[src/rtl/dice_light_monitor_if.sv]
// Result bus from the dice/light multiplexer: a valid strobe, a source tag and a 3-bit value.
interface dice_light_monitor_if;
    logic       in_valid;
    logic       sel;
    logic [2:0] result;

    modport master (output in_valid, sel, result);
    modport slave  (input  in_valid, sel, result);
endinterface

[src/rtl/dice_light_monitor.sv]
// Demultiplexes the dice/traffic-light result bus, checks dice range and light sequence order,
// and drives a registered seven-segment display plus saturating error statistics.
module dice_light_monitor #(
    parameter bit          ALLOW_HOLD = 1'b1,
    parameter int unsigned ERR_W      = 8
) (
    input  logic                 clk,
    input  logic                 rst,
    dice_light_monitor_if.slave  bus,
    output logic [2:0]           dice_val,
    output logic [2:0]           light_val,
    output logic                 dice_err,
    output logic                 light_err,
    output logic                 err_sticky,
    output logic [ERR_W-1:0]     err_count,
    output logic [6:0]           seg
);

    typedef enum logic [0:0] {StResync, StTrack} state_e;

    localparam logic [6:0] SegDash = 7'b0000001;
    localparam logic [6:0] SegOne  = 7'b0110000;

    state_e           state_q, state_d;
    logic [2:0]       dice_val_q, dice_val_d;
    logic [2:0]       light_val_q, light_val_d;
    logic             dice_err_q, dice_err_d;
    logic             light_err_q, light_err_d;
    logic             err_sticky_q, err_sticky_d;
    logic [ERR_W-1:0] err_count_q, err_count_d;
    logic [6:0]       seg_q, seg_d;
    logic             src_q, src_d;
    logic             any_err;

    function automatic logic light_legal(input logic [2:0] c);
        return (c == 3'b100) || (c == 3'b110) || (c == 3'b001) || (c == 3'b010);
    endfunction

    function automatic logic [2:0] light_next(input logic [2:0] c);
        case (c)
            3'b100:  return 3'b110;
            3'b110:  return 3'b001;
            3'b001:  return 3'b010;
            default: return 3'b100;
        endcase
    endfunction

    function automatic logic [6:0] dice_seg(input logic [2:0] d);
        case (d)
            3'd1:    return 7'b0110000;
            3'd2:    return 7'b1101101;
            3'd3:    return 7'b1111001;
            3'd4:    return 7'b0110011;
            3'd5:    return 7'b1011011;
            3'd6:    return 7'b1011111;
            default: return 7'b0000000;
        endcase
    endfunction

    // Light code {red, amber, green} maps onto segments a, g and d.
    function automatic logic [6:0] light_seg(input logic [2:0] c);
        return {c[2], 2'b00, c[0], 2'b00, c[1]};
    endfunction

    always_comb begin
        state_d     = state_q;
        dice_val_d  = dice_val_q;
        light_val_d = light_val_q;
        src_d       = src_q;
        dice_err_d  = 1'b0;
        light_err_d = 1'b0;
        if (bus.in_valid) begin
            src_d = bus.sel;
            if (!bus.sel) begin
                // Lights run unobserved while the dice are selected.
                state_d = StResync;
                if (bus.result == 3'b000 || bus.result == 3'b111) begin
                    dice_err_d = 1'b1;
                end else begin
                    dice_val_d = bus.result;
                end
            end else if (!light_legal(bus.result)) begin
                light_err_d = 1'b1;
                state_d     = StResync;
            end else begin
                light_val_d = bus.result;
                state_d     = StTrack;
                unique case (state_q)
                    StResync: ;
                    StTrack: begin
                        if (bus.result != light_next(light_val_q) &&
                            !(ALLOW_HOLD && bus.result == light_val_q)) begin
                            light_err_d = 1'b1;
                        end
                    end
                endcase
            end
        end

        any_err      = dice_err_d | light_err_d;
        err_sticky_d = err_sticky_q | any_err;
        err_count_d  = err_count_q;
        if (any_err && err_count_q != {ERR_W{1'b1}}) begin
            err_count_d = err_count_q + ERR_W'(1);
        end

        if (any_err)    seg_d = SegDash;
        else if (src_d) seg_d = light_seg(light_val_d);
        else            seg_d = dice_seg(dice_val_d);
    end

    always_ff @(posedge clk) begin
        if (!rst) begin
            state_q      <= StResync;
            dice_val_q   <= 3'd1;
            light_val_q  <= 3'b100;
            dice_err_q   <= 1'b0;
            light_err_q  <= 1'b0;
            err_sticky_q <= 1'b0;
            err_count_q  <= '0;
            seg_q        <= SegOne;
            src_q        <= 1'b0;
        end else begin
            state_q      <= state_d;
            dice_val_q   <= dice_val_d;
            light_val_q  <= light_val_d;
            dice_err_q   <= dice_err_d;
            light_err_q  <= light_err_d;
            err_sticky_q <= err_sticky_d;
            err_count_q  <= err_count_d;
            seg_q        <= seg_d;
            src_q        <= src_d;
        end
    end

    assign dice_val   = dice_val_q;
    assign light_val  = light_val_q;
    assign dice_err   = dice_err_q;
    assign light_err  = light_err_q;
    assign err_sticky = err_sticky_q;
    assign err_count  = err_count_q;
    assign seg        = seg_q;

endmodule

[src/flat_wrapper.sv]
// flat-port wrapper written by rule: the top's interface ports become plain ports
module dice_light_monitor_flat 
#(
    parameter bit          ALLOW_HOLD = 1'b1,
    parameter int unsigned ERR_W      = 8
)
  (clk, rst, dice_val, light_val, dice_err, light_err, err_sticky, err_count, seg, bus_in_valid, bus_sel, bus_result);
  dice_light_monitor_if bus_i ();
  input  logic clk;
  input  logic rst;
  output logic [2:0] dice_val;
  output logic [2:0] light_val;
  output logic dice_err;
  output logic light_err;
  output logic err_sticky;
  output logic [ERR_W-1:0] err_count;
  output logic [6:0] seg;
  input wire logic [$bits(bus_i.in_valid)-1:0] bus_in_valid;
  input wire logic [$bits(bus_i.sel)-1:0] bus_sel;
  input wire logic [$bits(bus_i.result)-1:0] bus_result;
  assign bus_i.in_valid = bus_in_valid;
  assign bus_i.sel = bus_sel;
  assign bus_i.result = bus_result;
  dice_light_monitor #(.ALLOW_HOLD(ALLOW_HOLD), .ERR_W(ERR_W)) u_core (.clk(clk), .rst(rst), .bus(bus_i), .dice_val(dice_val), .light_val(light_val), .dice_err(dice_err), .light_err(light_err), .err_sticky(err_sticky), .err_count(err_count), .seg(seg));
endmodule
[config.mk]
export PLATFORM = sky130hd
export DESIGN_NAME = dice_light_monitor_flat
export DESIGN_NICKNAME = d
export VERILOG_FILES = /design/src/rtl/dice_light_monitor_if.sv /design/src/rtl/dice_light_monitor.sv /design/src/flat_wrapper.sv
export SDC_FILE = /design/constraint.sdc
export NUM_CORES = 1
export LEC_CHECK = 0
export BUFFER_PORTS_ARGS = -buffer_cell sky130_fd_sc_hd__buf_2
export CAP_MARGIN = 20
export CORE_MARGIN = 5
export CORE_UTILIZATION = 45
export CTS_BUF_LIST = sky130_fd_sc_hd__clkbuf_8
export DETAILED_ROUTE_END_ITERATION = 16
export GPL_TIMING_DRIVEN = 0
export PLACE_DENSITY = 0.68
export SLEW_MARGIN = 20
export SYNTH_ARGS = -nofsm -noshare
export SYNTH_HDL_FRONTEND = slang
export SYNTH_SLANG_ARGS = --single-unit
[constraint.sdc]
create_clock -name clk -period 3.3 [get_ports clk]
set_input_delay 0.165 -clock clk [delete_from_list [all_inputs] [get_ports clk]]
set_output_delay 0.165 -clock clk [all_outputs]
set_load 0.01 [all_outputs]
==> impl_metrics.yaml <==
status:
  run_status: "finished clean"
timing:
  whs_ns: 0.300
  fmax_ghz: 0.509
  relSlewSlack_pct: 47.1
  finalHoldViolCount: 0
  worst_pin_slew_ns: 0.786
  setup-violations-final: 0
  setup_tns_ns: 0
  finalCriticalPeriod_ns: 1.96
  final_max_slew_viol_count: 0
  rsz0062_at_grt: "no"
  fin_skew_ns: 0.00360
  fin_crit_sh_pct: 59.5
clocking:
  clock_latency_ns: 0.27
  clkTransAtPathRegs_ns: 0.09
  h-tree-depth: 1
  cts-buffers-inserted: 3
  root_buffer: "clkbuf_8"
  postCtsSetupBuffers: 0
  cts-hold-fix-buffers: 0
  cts_max_path_buffers: 2
  cts_tree: "built"
  cts.repair.resized: 0
  clock_sinks: 26
setup_path:
  critPathCaptureType: "flop"
  critical_path_arrival_ns: 2.16
  rr_endpoint: "u_core.seg[4]$_SDFF_PN1_"
  cp.required_ns: 3.49
  crit_fanout: 10
  start_kind: "flop"
  crit_end: "u_core.seg[4]$_SDFF_PN1_"
  critPathKind: "reg2reg"
  r2r_start: "u_core.light_val[0]$_SDFF_PN0_"
  reg2regPathDepth: 7
  ff2ff_setup_slack_ns: 1.34
  critPathLaunch: "u_core.light_val[0]$_SDFF_PN0_"
routing:
  post_drt_via_cell_ratio: 5.29
  drc: 0
  wl_per_cell_um: 13.1
  drt_pass1_iterations: 4
  first_iter_violations: 89
  detail-route-antenna-nets: 0
  wl_um: 3110
  vias: 1260
cells_and_area:
  drive_gt1_share_pct: 23.7
  n_antenna_cell: 0
  nNetsFinal: 203
  utilization_pct: 54.7
  area_delta_synth_final_pct: 18.2
  finish.instance_area_sq_um: 1660
synth:
  yosys-top-cells-area: "dfxtp_1, o21ai_0, nand2_1, a21oi_1, nand2b_1"
  synth-edff-count: 0
  synth_area_sq_um: 1400
  yosysWarningCount: 0
  netlist.area_leader.share_pct: 37.1
  yosys.area.top_type: "dfxtp_1"
  syn_inst: 161
  synth_fp_nets: 169
  yosysSeqAreaShare_pct: 37.1
  synth_seq_cells: 26
  syn_area_per_cell_sq_um: 8.70
  synthFlopType: "dfxtp_1"
  yosysUniqueCellTypes: 47
  ys_async_sr_fraction_pct: 0
floorplanning:
  initial_core_util_pct: 46.3
  dieArea_sq_um: 4330
  core_region_area_sq_um: 3030
  dieWidth_um: 65.8
  boundaryPins: 31
  rows: 20
  die_height_um: 65.8
placement:
  placedInstanceArea_sq_um: 1600
  dp_hpwl_um: 2420
  gp_congestion: 0.875
  portBuffers: 29
worst_hold_path:
  min_path_type: "in2reg"
grt:
  grt_use_total_pct: 15.5
  grt_pass1_wl_um: 5350
  grt_max_degree: 15
  grt_pass1_vias: 1284
  grt_overflow: 0
  antenna_found_initial: 0
power:
  p_per_area_nw_per_um2: 400
  p_leak_nw: 0.673
  vdd_drop_max_uv: 241
run:
  drv_cap: 0
[per-layer routing]
layer | GRT usage (%) | wire, um | vias up
li1 | - | - | 631
met1 | 17.7 | 1330 | 598
met2 | 28.9 | 1630 | 27
met3 | 1.19 | 105 | 4
met4 | 6.74 | 49 | 0
met5 | 0 | 0 | -
[worst min path at each step]
stage | cells past startpoint | end | from | slack, ns
after global routing | 4 | u_core.state_q$_SDFFE_PN0P_ | bus_in_valid | 0.33
after global placement | 1 | u_core.err_sticky$_SDFF_PN0_ | u_core.err_sticky$_SDFF_PN0_ | 0.46
after detailed placement | 1 | u_core.err_sticky$_SDFF_PN0_ | u_core.err_sticky$_SDFF_PN0_ | 0.48
final | 5 | u_core.light_val[2]$_SDFF_PN1_ | bus_result[0] | 0.30
after floorplan | 4 | u_core.light_val[2]$_SDFF_PN1_ | bus_result[0] | 0.40
after CTS | 5 | u_core.light_val[2]$_SDFF_PN1_ | bus_result[0] | 0.29
[power breakdown]
group / switching [mW] / internal (mW) / total [mW]
Combinational: 0.0713 / 0.0520 / 0.123
Clock: 0.0948 / 0.107 / 0.201
Sequential: 0.00885 / 0.329 / 0.338
[sequential cells by signal, summed over array words and instances (netlist names)]
| signal | cells |
|---|---|
| u_core.err_count | 8 |
| u_core.seg | 7 |
| u_core.dice_val | 3 |
| u_core.light_val | 3 |
| u_core.dice_err | 1 |
| u_core.err_sticky | 1 |
| u_core.light_err | 1 |
| u_core.src_q | 1 |
| u_core.state_q | 1 |
[metrics by stage]
| step | setup WS (ns) | std cells | power, mW |
|---|---|---|---|
| 2_1_floorplan | 1.47 | 161 | 0.432 |
| 3_3_place_gp | 1.25 | 234 | 0.466 |
| 3_5_place_dp | 1.23 | 234 | 0.469 |
| 4_1_cts | 1.34 | 238 | 0.670 |
| 5_1_grt | 1.20 | 238 | 0.700 |
| 6_report | 1.34 | 238 | 0.663 |
[kinds of logic after synthesis]
group	count (synthesis)	synth area share, %
compound gates	43	22.2
xor+xnor	5	3.12
buf+inv	13	5.00
flops	26	37.1
mux	4	2.86
simple gates	69	28.7
fa+ha+maj	1	0.893
[cells in the mapped netlist, types with 2 or more instances]
cell / count
nand3_1: 8
a21oi_1: 10
dfxtp_1: 26
nand2b_1: 7
nand4_1: 2
inv_1: 5
and2b_1: 2
o31a_1: 2
nand2_1: 15
xnor2_1: 4
clkbuf_1: 4
nor3b_1: 2
o21ai_0: 14
o22ai_1: 2
mux2i_1: 4
and2_1: 5
o21a_1: 2
buf_2: 2
nor2b_1: 6
nor2_1: 10
or3_1: 3
[worst max-delay path: stages, from the launching register on]
cell and delay [ns]:
dfxtp_1 0.49, nand2b_1 0.11, or4_4 0.44, a31oi_4 0.20, o21a_4 0.18, buf_8 0.14
nand2_4 0.08, o31ai_4 0.25
[final cells by class]
cell class                      instances  area (sq um)
Timing Repair Buffer                   29           145
Buffer                                  8          51.3
Sequential cell                        26           520
Fill cell                             309          1370
Inverter                                5          18.8
Clock buffer                            4          55.1
Multi-Input combinational cell        122           811
Tap cell                               44          55.1
[layout by cell type (no fill, tap or decap), types with 2 or more instances in the layout]
cell,n
nor2b_1,6
nand2_1,15
clkbuf_1,4
o21a_1,2
o21ai_0,14
a21oi_1,10
and2b_1,2
nand4_1,2
dfxtp_1,26
inv_1,5
or3_1,3
nand3_1,8
and2_1,5
o31a_1,2
mux2i_1,4
buf_2,31
o22ai_1,2
nor2_1,10
clkbuf_8,4
xnor2_1,4
nand2b_1,7
nor3b_1,2
Power figures use the tool's default switching activity.
